$ cat src/rtl/hazard_fwd_tracker.sv
// Load-use stall and EX forwarding selects from a shift register of in-flight destination tags.
// Optional stall-cycle counter built only when HAZ_PERF_CNT_EN is defined.
module hazard_fwd_tracker #(
  parameter int REG_AW    = 5,
  parameter int NSRC      = 2,
  parameter int FWD_DEPTH = 2,
  parameter int LOAD_LAT  = 1,
  parameter int SELW      = 3
) (
  input  logic                   clk,
  input  logic                   rst,
  input  logic                   id_valid,
  input  logic [NSRC*REG_AW-1:0] id_src,
  input  logic [NSRC-1:0]        id_src_used,
  input  logic [REG_AW-1:0]      id_rd,
  input  logic                   id_regwrite,
  input  logic                   id_memread,
  input  logic                   flush,
  output logic                   stall,
  output logic [NSRC*SELW-1:0]   fwd_sel_ex,
  output logic [15:0]            stall_count
);

  logic [FWD_DEPTH-1:0] slot_valid;
  logic [FWD_DEPTH-1:0] slot_regwrite;
  logic [FWD_DEPTH-1:0] slot_memread;
  logic [REG_AW-1:0]    slot_rd [FWD_DEPTH];

  logic [NSRC*SELW-1:0] sel_next;
  logic [NSRC-1:0]      op_haz;
  logic                 issue;

  // Scan oldest to youngest so the youngest matching producer overwrites older ones.
  always_comb begin
    sel_next = '0;
    op_haz   = '0;
    for (int k = 0; k < NSRC; k++) begin
      for (int j = FWD_DEPTH - 1; j >= 0; j--) begin
        if (slot_valid[j] && slot_regwrite[j] && (slot_rd[j] != '0) &&
            (slot_rd[j] == id_src[k*REG_AW +: REG_AW]) && id_src_used[k]) begin
          sel_next[k*SELW +: SELW] = SELW'(j + 1);
          op_haz[k]                = slot_memread[j] && (j < LOAD_LAT);
        end
      end
    end
  end

  assign stall = id_valid && !flush && (|op_haz);
  assign issue = id_valid && !stall && !flush;

  always_ff @(posedge clk) begin
    if (rst) begin
      slot_valid    <= '0;
      slot_regwrite <= '0;
      slot_memread  <= '0;
      for (int j = 0; j < FWD_DEPTH; j++) slot_rd[j] <= '0;
      fwd_sel_ex    <= '0;
    end else begin
      slot_valid[0]    <= issue;
      slot_regwrite[0] <= id_regwrite;
      slot_memread[0]  <= id_memread;
      slot_rd[0]       <= id_rd;
      // A flush kills the wrong-path instruction sitting in slot 0 as it moves on.
      for (int j = 1; j < FWD_DEPTH; j++) begin
        slot_valid[j]    <= slot_valid[j-1] && !(flush && (j == 1));
        slot_regwrite[j] <= slot_regwrite[j-1];
        slot_memread[j]  <= slot_memread[j-1];
        slot_rd[j]       <= slot_rd[j-1];
      end
      fwd_sel_ex <= issue ? sel_next : '0;
    end
  end

`ifdef HAZ_PERF_CNT_EN
  logic [15:0] stall_cnt;

  always_ff @(posedge clk) begin
    if (rst) begin
      stall_cnt <= '0;
    end else if (stall && (stall_cnt != 16'hFFFF)) begin
      stall_cnt <= stall_cnt + 16'd1;
    end
  end

  assign stall_count = stall_cnt;
`else
  assign stall_count = 16'h0000;
`endif

endmodule

$ cat config.mk
export PLATFORM = sky130hd
export DESIGN_NAME = hazard_fwd_tracker
export DESIGN_NICKNAME = d
export VERILOG_FILES = /design/src/rtl/hazard_fwd_tracker.sv
export SDC_FILE = /design/constraint.sdc
export NUM_CORES = 1
export LEC_CHECK = 0
export ABC_AREA = 1
export BUFFER_PORTS_ARGS = -buffer_cell sky130_fd_sc_hd__clkbuf_2
export CORE_AREA = 2 2 51 53
export DETAILED_ROUTE_END_ITERATION = 10
export DIE_AREA = 0 0 53 55
export PLACE_DENSITY_LB_ADDON = 0.05
export RECOVER_POWER = 25
export SLEW_MARGIN = 40
export SYNTH_ARGS = -nofsm -noshare
export SYNTH_HDL_FRONTEND = slang
export SYNTH_SLANG_ARGS = --single-unit
$ cat constraint.sdc
create_clock -name clk -period 3.3 [get_ports clk]
set_input_delay 0.165 -clock clk [delete_from_list [all_inputs] [get_ports clk]]
set_output_delay 0.165 -clock clk [all_outputs]
set_load 0.05 [all_outputs]
## After elaboration in Yosys (flattened, before gate mapping)

Memory sizes are Yosys's and may differ from the RTL's.
Cells that the tools add are included.

- Register bits: 9
- Memory bits (writable): 10
- Bits of input ports: 23
- Output and inout bits: 23
- Logic and storage cells: 50
- Memories: 1

- Equality and inequality tests: 4
- Multiplexer cells: 11
- Bitwise operators: 3
- Reduce and logical (&&, ||, !) cells: 25

Memories:

| memory | words | width | rd ports | clocked after memory_dff | wr ports | RTL line | RTL |
|---|---|---|---|---|---|---|---|
| slot_rd | 2 | 5 | 2 | 0 | 2 | 27 | `logic [REG_AW-1:0] slot_rd [FWD_DEPTH];` |

Operators by type and width:

| kind | count |
|---|---|
| 5-bit == test | 4 |
| 1-bit logical AND | 17 |
| 5-bit two-way mux | 2 |
| 5-bit nonzero test | 2 |
| 1-bit two-way mux | 7 |
| 3-bit OR reduction | 2 |
| 2-bit two-way mux | 2 |
| 2-bit OR reduction | 2 |
| 1-bit zero test | 2 |
| 1-bit OR | 2 |
| 1-bit NOT | 1 |

## Longest topological paths before layout

Gate-level depths: netlist of the first run.
An unclocked memory read counts as a cell.

- Depth in word-level cells: 13
- Mapped depth: 10
- Mapped depth without buffers: 10

## Least setup slack after synthesis of the first run

No wires, ideal clock.

- Path kind: register to output
- Start: mem slot_rd[0][3]
- End: out stall
- Arrival time: 1.507 ns
- Required time: 3.135 ns
- Slack: 1.628 ns
- Stages on the path, launching flop included: 9
- Path buffers: 0
- Cell sequence: dfxtp_1 > inv_2 > a21oi_2 > nand2_1 > nor2_2 > nand3_2 > nand2_2 > nand2_2 > nor2_1

RTL lines:

| what | RTL line | RTL |
|---|---|---|
| start: declaration | 27 |  |
| end: declaration | 19 | `output logic stall,` |

==> metrics.txt, run 1 <==
minimum clock period=1.84 ns; Cells after Synth=170; post-synthesis compound-gate area fraction=0.0532; reg2reg setup slack=2.07 ns; status=finished, final reports clean; cell count after placement=225; FP Rows=18; vias per cell=4.31; LEAKAGE=0.715 nW; Worst EP arrival=1.67 ns; WL/cell=9.25 um; core box area=0.00236 mm2; mapped cell area=0.00110 mm2; Adder-Cell Fraction of Synth Area=0; Nets=223; total grt overflow=0; post-CTS setup buffer count=0; # IOs=46; Post-CTS Hold Buffers=0; Distinct cells, synth=21; post-CTS sizing=0; total CTS buffers=3; Post-Route Utilization=0.520; initial antenna violation count=0; # Max-Cap Violations=0; vias in the first global route=891; Slew HR=0.563; mux cell area share after synthesis=0; commonest non-fill, non-tap cell in the layout=nand2_1; Hold Crit Depth=2; register area share after synthesis=0.344; GPL Wtd Cong=0.799; IO buf count=27; area share of and/or/nand/nor cells after synthesis=0.306; WHS Endpoint=slot_valid[1]; Via Count=987; Final Power=478 uW; fin. max-slew vios=0; crit path kind=reg -> out; TritonCTS clock tree=built; Yosys warnings=0; Hold Startpoint=flush; Setup crit start kind=flop; DRT iter0 DRCs=26; Post-synth EDFFs=0; largest net degree at the start of global routing=16; Final period util=0.557; Clock transition at path regs=0.11 ns; Die Ht=55 um; CTS sink cnt=19; CP Data Required Time=3.13 ns; synthesized area per cell=6.50 um2; Clock Tree Buf Depth=2; Die W=53 um; Final Hold Slack=0.0304 ns; Synth Flop Type=dfxtp_1; largest family of logic cells by synthesized area=simple AND/OR/NAND/NOR gates; design area=0.00123 mm2; Antenna Nets Post-Route=0; crit-path max FO=5; final worst slack=1.46 ns; total routed wirelength=2120 um; Worst R2R Path Depth=9; final hold violation count=0; initial core utilization=0.467; FF+latch count, synth=19; Max Clk Rate=0.544 GHz; root buffer selected by CTS=clkbuf_4; Placed Instance Area=0.00120 mm2; DPL Wire Length=1770 um; most frequent cells in the layout=nand2_1, nor2_1, inv_1, clkbuf_2, dfxtp_1; Least-Margin Pin Slew=0.655 ns; Critical Path End Type=output port; drt pass-1 iters=4; Worst-Skew Late Latency=0.30 ns; first-pass GRT wire length=3600 um; Post-Synth XOR/XNOR Area=0.0555; ANT cells=0; Pwr Density=389 mW/mm2; Peak VDD IR=0.000270 V; final non-filler cell total=229; synth-to-layout area growth=11.2%; ys async rst share=0; Hold WC Path Type=in -> reg; DRC Markers=0; H-Tree Depth=1; dpl ws=1.80 ns; share of post-route cells with drive strength above 1=0.201; unrepaired setup endpoints after global routing=no; GR Util All Layers=0.172; Clock Skews=0.00130 ns; die area=0.00292 mm2; reg2reg start=slot_rd[0][3]; worst r2r dst=fwd_sel_ex[0]; final setup vio count=0; TNS Setup=0 ns
[critical path, cell delays in order (launching register included)]
cell and delay (ns):
dfxtp_1 0.40, inv_2 0.08, a21oi_2 0.12, nand2_1 0.07
nor2_2 0.11, nand3_2 0.11, nand2_2 0.08, nand2_2 0.05
nor2_1 0.08, clkbuf_2 0.28
[synth_stat cells, types with 2 or more instances]
cell,n,area share
a21oi_1,6,0.027
buf_4,18,0.12
dfxtp_1,19,0.34
inv_1,29,0.099
inv_2,4,0.014
nand2_1,32,0.11
nand2_2,3,0.017
nand3_1,8,0.036
nand4_1,2,0.011
nor2_1,30,0.10
o21ai_0,3,0.014
xor2_1,7,0.055
[registers in the layout, summed over array words and instances, names as in the netlist]
| register | count |
|---|---|
| slot_memread | 1 |
| slot_valid | 2 |
| slot_regwrite | 2 |
| fwd_sel_ex | 4 |
| slot_rd | 10 |
[kinds of logic (layout without fill, tap and decap cells)]
kind of cell / count (synthesis) / count (layout)
flip-flops: 19 / 19
XOR/XNOR: 7 / 7
AND/OR/NAND/NOR: 80 / 80
other: 1 / 18
buffers and inverters: 52 / 64
AO/OA/AOI/OAI: 11 / 11
[cell type report]
type                            instances  area, um2
Timing Repair Buffer                   27        134
Sequential cell                        19        380
Clock inverter                          1       5.00
Inverter                               33        124
Tap cell                               30       37.5
Fill cell                             250       1140
Multi-Input combinational cell        116        526
Clock buffer                            3       22.5
[per-layer routing]
metal	up-vias	routed length, um	track usage
met3	4	141	0.0323
met1	416	985	0.212
met2	41	959	0.300
li1	526	-	-
met5	-	0	0
met4	0	33	0.0641
[power by group]
group          switching [mW]  internal (mW)  total, mW
combinational          0.0833         0.0278      0.111
sequential            0.00660          0.238      0.244
clock                  0.0773         0.0452      0.122
[worst max-delay path by stage]
stage,startpoint,end,cells past startpoint
floorplan,slot_rd[0][3],stall,8
global placement,slot_rd[0][3],stall,9
detailed placement,slot_rd[0][3],stall,9
CTS,slot_rd[0][3],stall,9
global route,slot_rd[0][3],stall,9
finish,slot_rd[0][3],stall,9
Power figures use the tool's default switching activity.
==> run 2: changes to the inputs <==
--- a/config.mk
+++ b/config.mk
@@ -7,9 +7,9 @@
 export LEC_CHECK = 0
 export ABC_AREA = 1
 export BUFFER_PORTS_ARGS = -buffer_cell sky130_fd_sc_hd__clkbuf_2
-export CORE_AREA = 2 2 51 53
+export CORE_AREA = 2 2 52 54
 export DETAILED_ROUTE_END_ITERATION = 10
-export DIE_AREA = 0 0 53 55
+export DIE_AREA = 0 0 54 56
 export PLACE_DENSITY_LB_ADDON = 0.05
 export RECOVER_POWER = 25
 export SLEW_MARGIN = 40
==> constraint.sdc (replaced) <==
create_clock -name clk -period 1.86 [get_ports clk]
set_input_delay 0.093 -clock clk [delete_from_list [all_inputs] [get_ports clk]]
set_output_delay 0.093 -clock clk [all_outputs]
set_load 0.05 [all_outputs]
==> run 2 against run 1 <==
Effect of this change: die area is 3.7% higher; global-route usage is 0.35 points lower; sequential share of layout area is 1.9 points lower; first-iteration DRC count is 65% lower; critical path type unchanged; total power is 80% higher.
==> metrics.txt, run 2 (synthesized netlist as in run 1, its figures left out) <==
status=finished, final reports clean (unchanged); Cell Chain, Critical Path=inv_2 > nand2_1 > nand3_1 > nor2_1 > nand3_1 > nand2_2 > nand2_2 > nor2_1 > buf_4 (was inv_2 > a21oi_2 > nand2_1 > nor2_2 > nand3_2 > nand2_2 > nand2_2 > nor2_1 > clkbuf_2); root buffer selected by CTS=clkbuf_4 (unchanged); crit path kind=reg -> out (unchanged); final hold violation count=0 (unchanged); Biggest register=slot_rd (unchanged); Worst EP arrival=1.60 ns (was 1.67 ns); DRC Markers=0 (unchanged); biggest regs=slot_rd: 10 flops, fwd_sel_ex: 4 flops (unchanged); Final Power=860 uW (was 478 uW); TritonCTS clock tree=built (unchanged); most frequent cells in the layout=nand2_1, nor2_1, inv_1, clkbuf_2, dfxtp_1 (unchanged); CP Launch Point=slot_rd[0][0] (was slot_rd[0][3]); GR Util All Layers=0.169 (was 0.172); Worst-Skew Late Latency=0.31 ns (was 0.30 ns); reg2reg setup slack=0.61 ns (was 2.07 ns); Hold WC Path Type=in -> reg (unchanged); worst r2r dst=fwd_sel_ex[4] (was fwd_sel_ex[0]); WL/cell=9.41 um (was 9.25 um); DRT iter0 DRCs=9 (was 26); Die Ht=56 um (was 55 um); DPL Wire Length=1840 um (was 1770 um); CP max stage delay=0.42 ns (was 0.40 ns); fin. max-slew vios=0 (unchanged); total CTS buffers=3 (unchanged); Clock Tree Buf Depth=2 (unchanged); wire length on met3=153 um (was 141 um); drt pass-1 iters=4 (unchanged); die area=0.00302 mm2 (was 0.00292 mm2); final setup vio count=0 (unchanged); share of post-route cells with drive strength above 1=0.193 (was 0.201); total grt overflow=0 (unchanged); # Max-Cap Violations=0 (unchanged); ANT cells=0 (unchanged); TNS Setup=0 ns (unchanged); Critical Path End Type=output port (unchanged); largest net degree at the start of global routing=16 (unchanged); Antenna Nets Post-Route=0 (unchanged); Nets=231 (was 223); uppermost routed layer=met4 (unchanged); Setup crit start kind=flop (unchanged); initial core utilization=0.454 (was 0.467); LEAKAGE=0.750 nW (was 0.715 nW); Via Count=1036 (was 987); Peak VDD IR=0.000447 V (was 0.000270 V); crit-path max FO=4 (was 5); Clock transition at path regs=0.11 ns (about the same); # IOs=46 (unchanged); vias in the first global route=956 (was 891); CTS sink cnt=19 (unchanged); Largest register FFs=10 (unchanged); CP endpoint=stall (unchanged); unrepaired setup endpoints after global routing=no (unchanged); GPL Wtd Cong=0.797 (was 0.799); vias per cell=4.37 (was 4.31); Max Clk Rate=0.590 GHz; Pwr Density=656 mW/mm2 (was 389 mW/mm2); IO buf count=27 (unchanged); reg2reg start=slot_rd[0][0] (was slot_rd[0][3]); total routed wirelength=2230 um (was 2120 um); met2 WL=1000 um (was 959 um); synth-to-layout area growth=18.7% (was 11.2%); Clock Skews=0.00590 ns (was 0.00130 ns); commonest non-fill, non-tap cell in the layout=nand2_1 (unchanged); core box area=0.00243 mm2 (was 0.00236 mm2); CP max stage cell=dfxtp_1 (unchanged); H-Tree Depth=1 (unchanged); initial antenna violation count=0 (unchanged); FP Rows=18 (unchanged); CP Data Required Time=1.77 ns (was 3.13 ns); minimum clock period=1.69 ns; first-pass GRT wire length=3820 um (was 3600 um); Final period util=0.911; DRT met1 WL=1050 um (was 985 um); post-CTS setup buffer count=0 (unchanged); Die W=54 um (was 53 um); Worst R2R Path Depth=9 (unchanged)
## run 2: critical path: cells and delay by family, from the launching register on
family	cells	cell delay, ns
and+or+nand+nor	7	0.59
buffers and inverters	2	0.27
DFF	1	0.42
## run 2: worst min-delay path by stage
stage,to,slack (ns),cells past startpoint,start
final,fwd_sel_ex[3],0.10,5,id_valid
after global routing,fwd_sel_ex[3],0.15,5,id_valid
after detailed placement,slot_valid[1],0.28,2,flush
after CTS,fwd_sel_ex[3],0.1,5,id_valid
after global placement,slot_valid[1],0.27,2,flush
after floorplan,slot_memread[0],0.16,1,rst
## run 2: layer usage
layer | vias up | track usage
li1 | 540 | -
met1 | 453 | 0.220
met2 | 39 | 0.274
met3 | 4 | 0.0323
met4 | 0 | 0.0536
met5 | - | 0
## run 2: timing repair
action | in CTS | in global routing
gates resized for setup | 0 | 3
hold buffers | 8 | 0
endpoints found under the hold margin | 8 | 0
endpoints found under the setup margin | 0 | 1
## run 2: layout make-up
type,instances,area [um2]
Clock buffer,4,26.3
Fill cell,271,1120
Multi-Input combinational cell,116,526
Tap cell,30,37.5
Sequential cell,19,380
Timing Repair Buffer,35,218
Inverter,33,124
## run 2: report_power, final
group	internal, mW	switching [mW]
clock network	0.0837	0.133
registers	0.421	0.0118
logic	0.0605	0.150
total	0.566	0.295
## run 2: metrics by stage
stage,worst slack [ns],hold WS (ns),cell area [um2],cells,util
2_1_floorplan,0.260,0.164,1170,187,-
6_report,0.165,0.101,1310,237,0.539
5_1_grt,0.0157,0.152,1310,237,0.539
4_1_cts,0.0755,0.0983,1310,237,0.538
3_3_place_gp,0.427,0.273,1200,225,0.494
3_5_place_dp,0.439,0.282,1200,225,0.494
==> run 3: changes to the inputs <==
--- a/config.mk
+++ b/config.mk
@@ -5,11 +5,10 @@
 export SDC_FILE = /design/constraint.sdc
 export NUM_CORES = 1
 export LEC_CHECK = 0
-export ABC_AREA = 1
 export BUFFER_PORTS_ARGS = -buffer_cell sky130_fd_sc_hd__clkbuf_2
-export CORE_AREA = 2 2 52 54
+export CORE_AREA = 2 2 41 62
 export DETAILED_ROUTE_END_ITERATION = 10
-export DIE_AREA = 0 0 54 56
+export DIE_AREA = 0 0 43 64
 export PLACE_DENSITY_LB_ADDON = 0.05
 export RECOVER_POWER = 25
 export SLEW_MARGIN = 40
==> run 3 against run 2 <==
Effect of this change: the run now ends with negative setup slack left; die area down 9.0%; largest cell class unchanged; via count down 25%; utilization grew 3.1 points; clock power is 5% lower; non-clock buffer count up 6; final area decreased by 4.1%; cell count fell by 30%; critical endpoint unchanged; worst hold slack lost 0.075 ns; register-to-register slack got worse by 0.32 ns; largest power group unchanged.
==> metrics.txt, run 3 <==
Via Count=776 (was 1036); register area share after synthesis=0.397 (was 0.344); Hold WC Path Type=in -> reg (unchanged); ANT cells=0 (unchanged); Max Clk Rate=0.536 GHz (was 0.590 GHz); FF+latch count, synth=19 (unchanged); Die W=43 um (was 54 um); Worst R2R Path Depth=5 (was 9); core box area=0.00221 mm2 (was 0.00243 mm2); Clock Tree Buf Depth=2 (unchanged); failing checks=negative setup slack; H-Tree Depth=1 (unchanged); top cells by area, synth=dfxtp_1, buf_4, xnor2_1 (was dfxtp_1, buf_4, nand2_1); minimum clock period=1.86 ns (was 1.69 ns); Peak VDD IR=0.000415 V (was 0.000447 V); Multi-input gate area=539 um2 (was 526 um2); Post-synth EDFFs=0 (unchanged); Clock Skews=0.0132 ns (was 0.00590 ns); IO buf count=27 (unchanged); Antenna Nets Post-Route=0 (unchanged); ys async rst share=0 (unchanged); synth-to-layout area growth=31.4% (was 18.7%); final non-filler cell total=167 (was 237); die area=0.00275 mm2 (was 0.00302 mm2); Pwr Density=672 mW/mm2 (was 656 mW/mm2); Hold Startpoint=id_src_used[0] (was id_valid); crit path kind=reg -> out (unchanged); CP Launch Point=slot_rd[0][0] (unchanged); TritonCTS clock tree=built (unchanged); Critical Path End Type=output port (unchanged); count leader, synth=dfxtp_1 (was nand2_1); initial core utilization=0.434 (was 0.454); synthesized area per cell=9.48 um2 (was 6.50 um2); # Max-Cap Violations=0 (unchanged); Filler cells=220 (was 271); DPL Wire Length=1430 um (was 1840 um); Clock transition at path regs=0.11 ns (about the same); DRC Markers=0 (unchanged); final setup vio count=1 (was 0); vias in the first global route=739 (was 956); vias per cell=4.65 (was 4.37); fin. max-slew vios=0 (unchanged); mapped cell area=957 um2 (was 0.00110 mm2); initial antenna violation count=0 (unchanged); Yosys warnings=0 (unchanged); Worst EP arrival=1.77 ns (was 1.60 ns); dpl ws=0.151 ns (was 0.439 ns); most frequent cells after synthesis=dfxtp_1, buf_4, nor2b_1 (was nand2_1, nor2_1, inv_1); # IOs=46 (unchanged); largest net degree at the start of global routing=15 (was 16); total routed wirelength=1940 um (was 2230 um); Adder-Cell Fraction of Synth Area=0 (unchanged); Hold Crit Depth=3 (was 5); GR Util All Layers=0.148 (was 0.169); total CTS buffers=3 (unchanged); Nets=168 (was 231); post-synth top area share=0.397 (was 0.344); cell count after placement=150 (was 225); FP Rows=21 (was 18); root buffer selected by CTS=clkbuf_4 (unchanged); Die Ht=64 um (was 56 um); Synth Flop Type=dfxtp_1 (unchanged); top cell type by total area after synthesis=dfxtp_1 (unchanged); Placed Instance Area=0.00106 mm2 (was 0.00120 mm2); Biggest register=slot_rd (unchanged); share of post-route cells with drive strength above 1=0.333 (was 0.193); CP Data Required Time=1.77 ns (about the same); Post-Synth XOR/XNOR Area=0.183 (was 0.0555); WL/cell=11.6 um (was 9.41 um); reg2reg start=slot_rd[0][1] (was slot_rd[0][0]); Cells after Synth=101 (was 170); total grt overflow=0 (unchanged); Final Power=845 uW (was 860 uW); Largest register FFs=10 (unchanged); largest family of logic cells by synthesized area=simple AND/OR/NAND/NOR gates (unchanged); TNS Setup=-0.00496 ns (was 0 ns); biggest regs=slot_rd: 10 flops, fwd_sel_ex: 4 flops (unchanged); mux cell area share after synthesis=0 (unchanged); CTS sink cnt=19 (unchanged); design area=0.00126 mm2 (was 0.00131 mm2); drt pass-1 iters=4 (unchanged); LEAKAGE=0.548 nW (was 0.750 nW); area share of and/or/nand/nor cells after synthesis=0.212 (was 0.306); GPL Wtd Cong=0.769 (was 0.797); first-pass GRT wire length=3130 um (was 3820 um); Distinct cells, synth=23 (was 21); post-synthesis compound-gate area fraction=0.0549 (was 0.0532); commonest non-fill, non-tap cell in the layout=clkbuf_2 (was nand2_1); FF+latch area=388 um2 (was 380 um2); final hold violation count=0 (unchanged); DRT iter0 DRCs=7 (was 9); crit-path max FO=4 (unchanged); final worst slack=-0.00496 ns (was 0.165 ns); most frequent cells in the layout=clkbuf_2, conb_1, dfxtp_1, nor2b_1, xnor2_1 (was nand2_1, nor2_1, inv_1, clkbuf_2, dfxtp_1); Final period util=1.00 (was 0.911); Setup crit start kind=flop (unchanged); Worst-Skew Late Latency=0.30 ns (was 0.31 ns); status=finished, violations left (was finished, final reports clean); unrepaired setup endpoints after global routing=yes (was no)
[run 3: cell types whose count changed after synthesis, sizes merged, moves of 3 or more]
cell / before / now
nor2b: 0 / 13
a211oi: 0 / 3
xnor2: 0 / 12
nand3: 9 / 0
nand2: 35 / 3
a21oi: 7 / 1
inv: 33 / 1
nor2: 31 / 1
nor3: 1 / 5
o21ai: 4 / 0
[run 3: worst max-delay path, cell delays in order, from the launching register on]
cell and delay (ns):
dfxtp_4 0.39, xnor2_1 0.18, nand4_1 0.16, or3_4 0.42
a21oi_4 0.17, buf_8 0.16
[run 3: power breakdown]
part	switching, mW	total, mW	internal, mW
clock	0.127	0.207	0.0801
combinational	0.128	0.200	0.0712
sequential	0.0171	0.439	0.422
total	0.272	0.845	0.573
[run 3: layer usage]
metal,track usage,vias to the layer above,wire [um]
met2,0.271,33,1070
met4,0.0795,0,46
li1,-,389,-
met1,0.154,348,725
met3,0.0254,6,98
met5,0,-,0
[run 3: area by class of cell]
cell class                 count  share of cell area
clock buffer                   3              0.0179
clock inverter                 1             0.00398
inverter                       1             0.00299
multi-input combinational     79               0.429
sequential                    19               0.308
tap                           23              0.0229
timing repair buffer          41               0.215
[run 3: final timing paths]
path | endpoint | slack, ns
max reg2reg | fwd_sel_ex[4] | 0.29
min reg2reg | slot_regwrite[1] | 0.52
min | fwd_sel_ex[1] | 0.03
max | stall | -0.005
[run 3: what timing repair did]
action	CTS	global route
endpoints found under the hold margin	8	0
pin swaps	4	3
hold buffers	8	0
buffers inserted	4	1
setup endpoints to repair	1	1
gates resized for setup	10	5
[run 3: kinds of logic after synthesis]
| logic type | count (synthesis) |
|---|---|
| and+or+nand+nor | 34 |
| DFF | 19 |
| other | 1 |
| AOI/OAI and AO/OA | 7 |
| xor gates and xnor gates | 20 |
| buffers and inverters | 20 |
[run 3: per-stage QoR]
stage | utilization | hold WS, ns
6_report | 0.570 | 0.0266
3_3_place_gp | 0.479 | 0.290
4_1_cts | 0.558 | 0.0221
3_5_place_dp | 0.479 | 0.295
5_1_grt | 0.570 | 0.0218
2_1_floorplan | - | 0.165
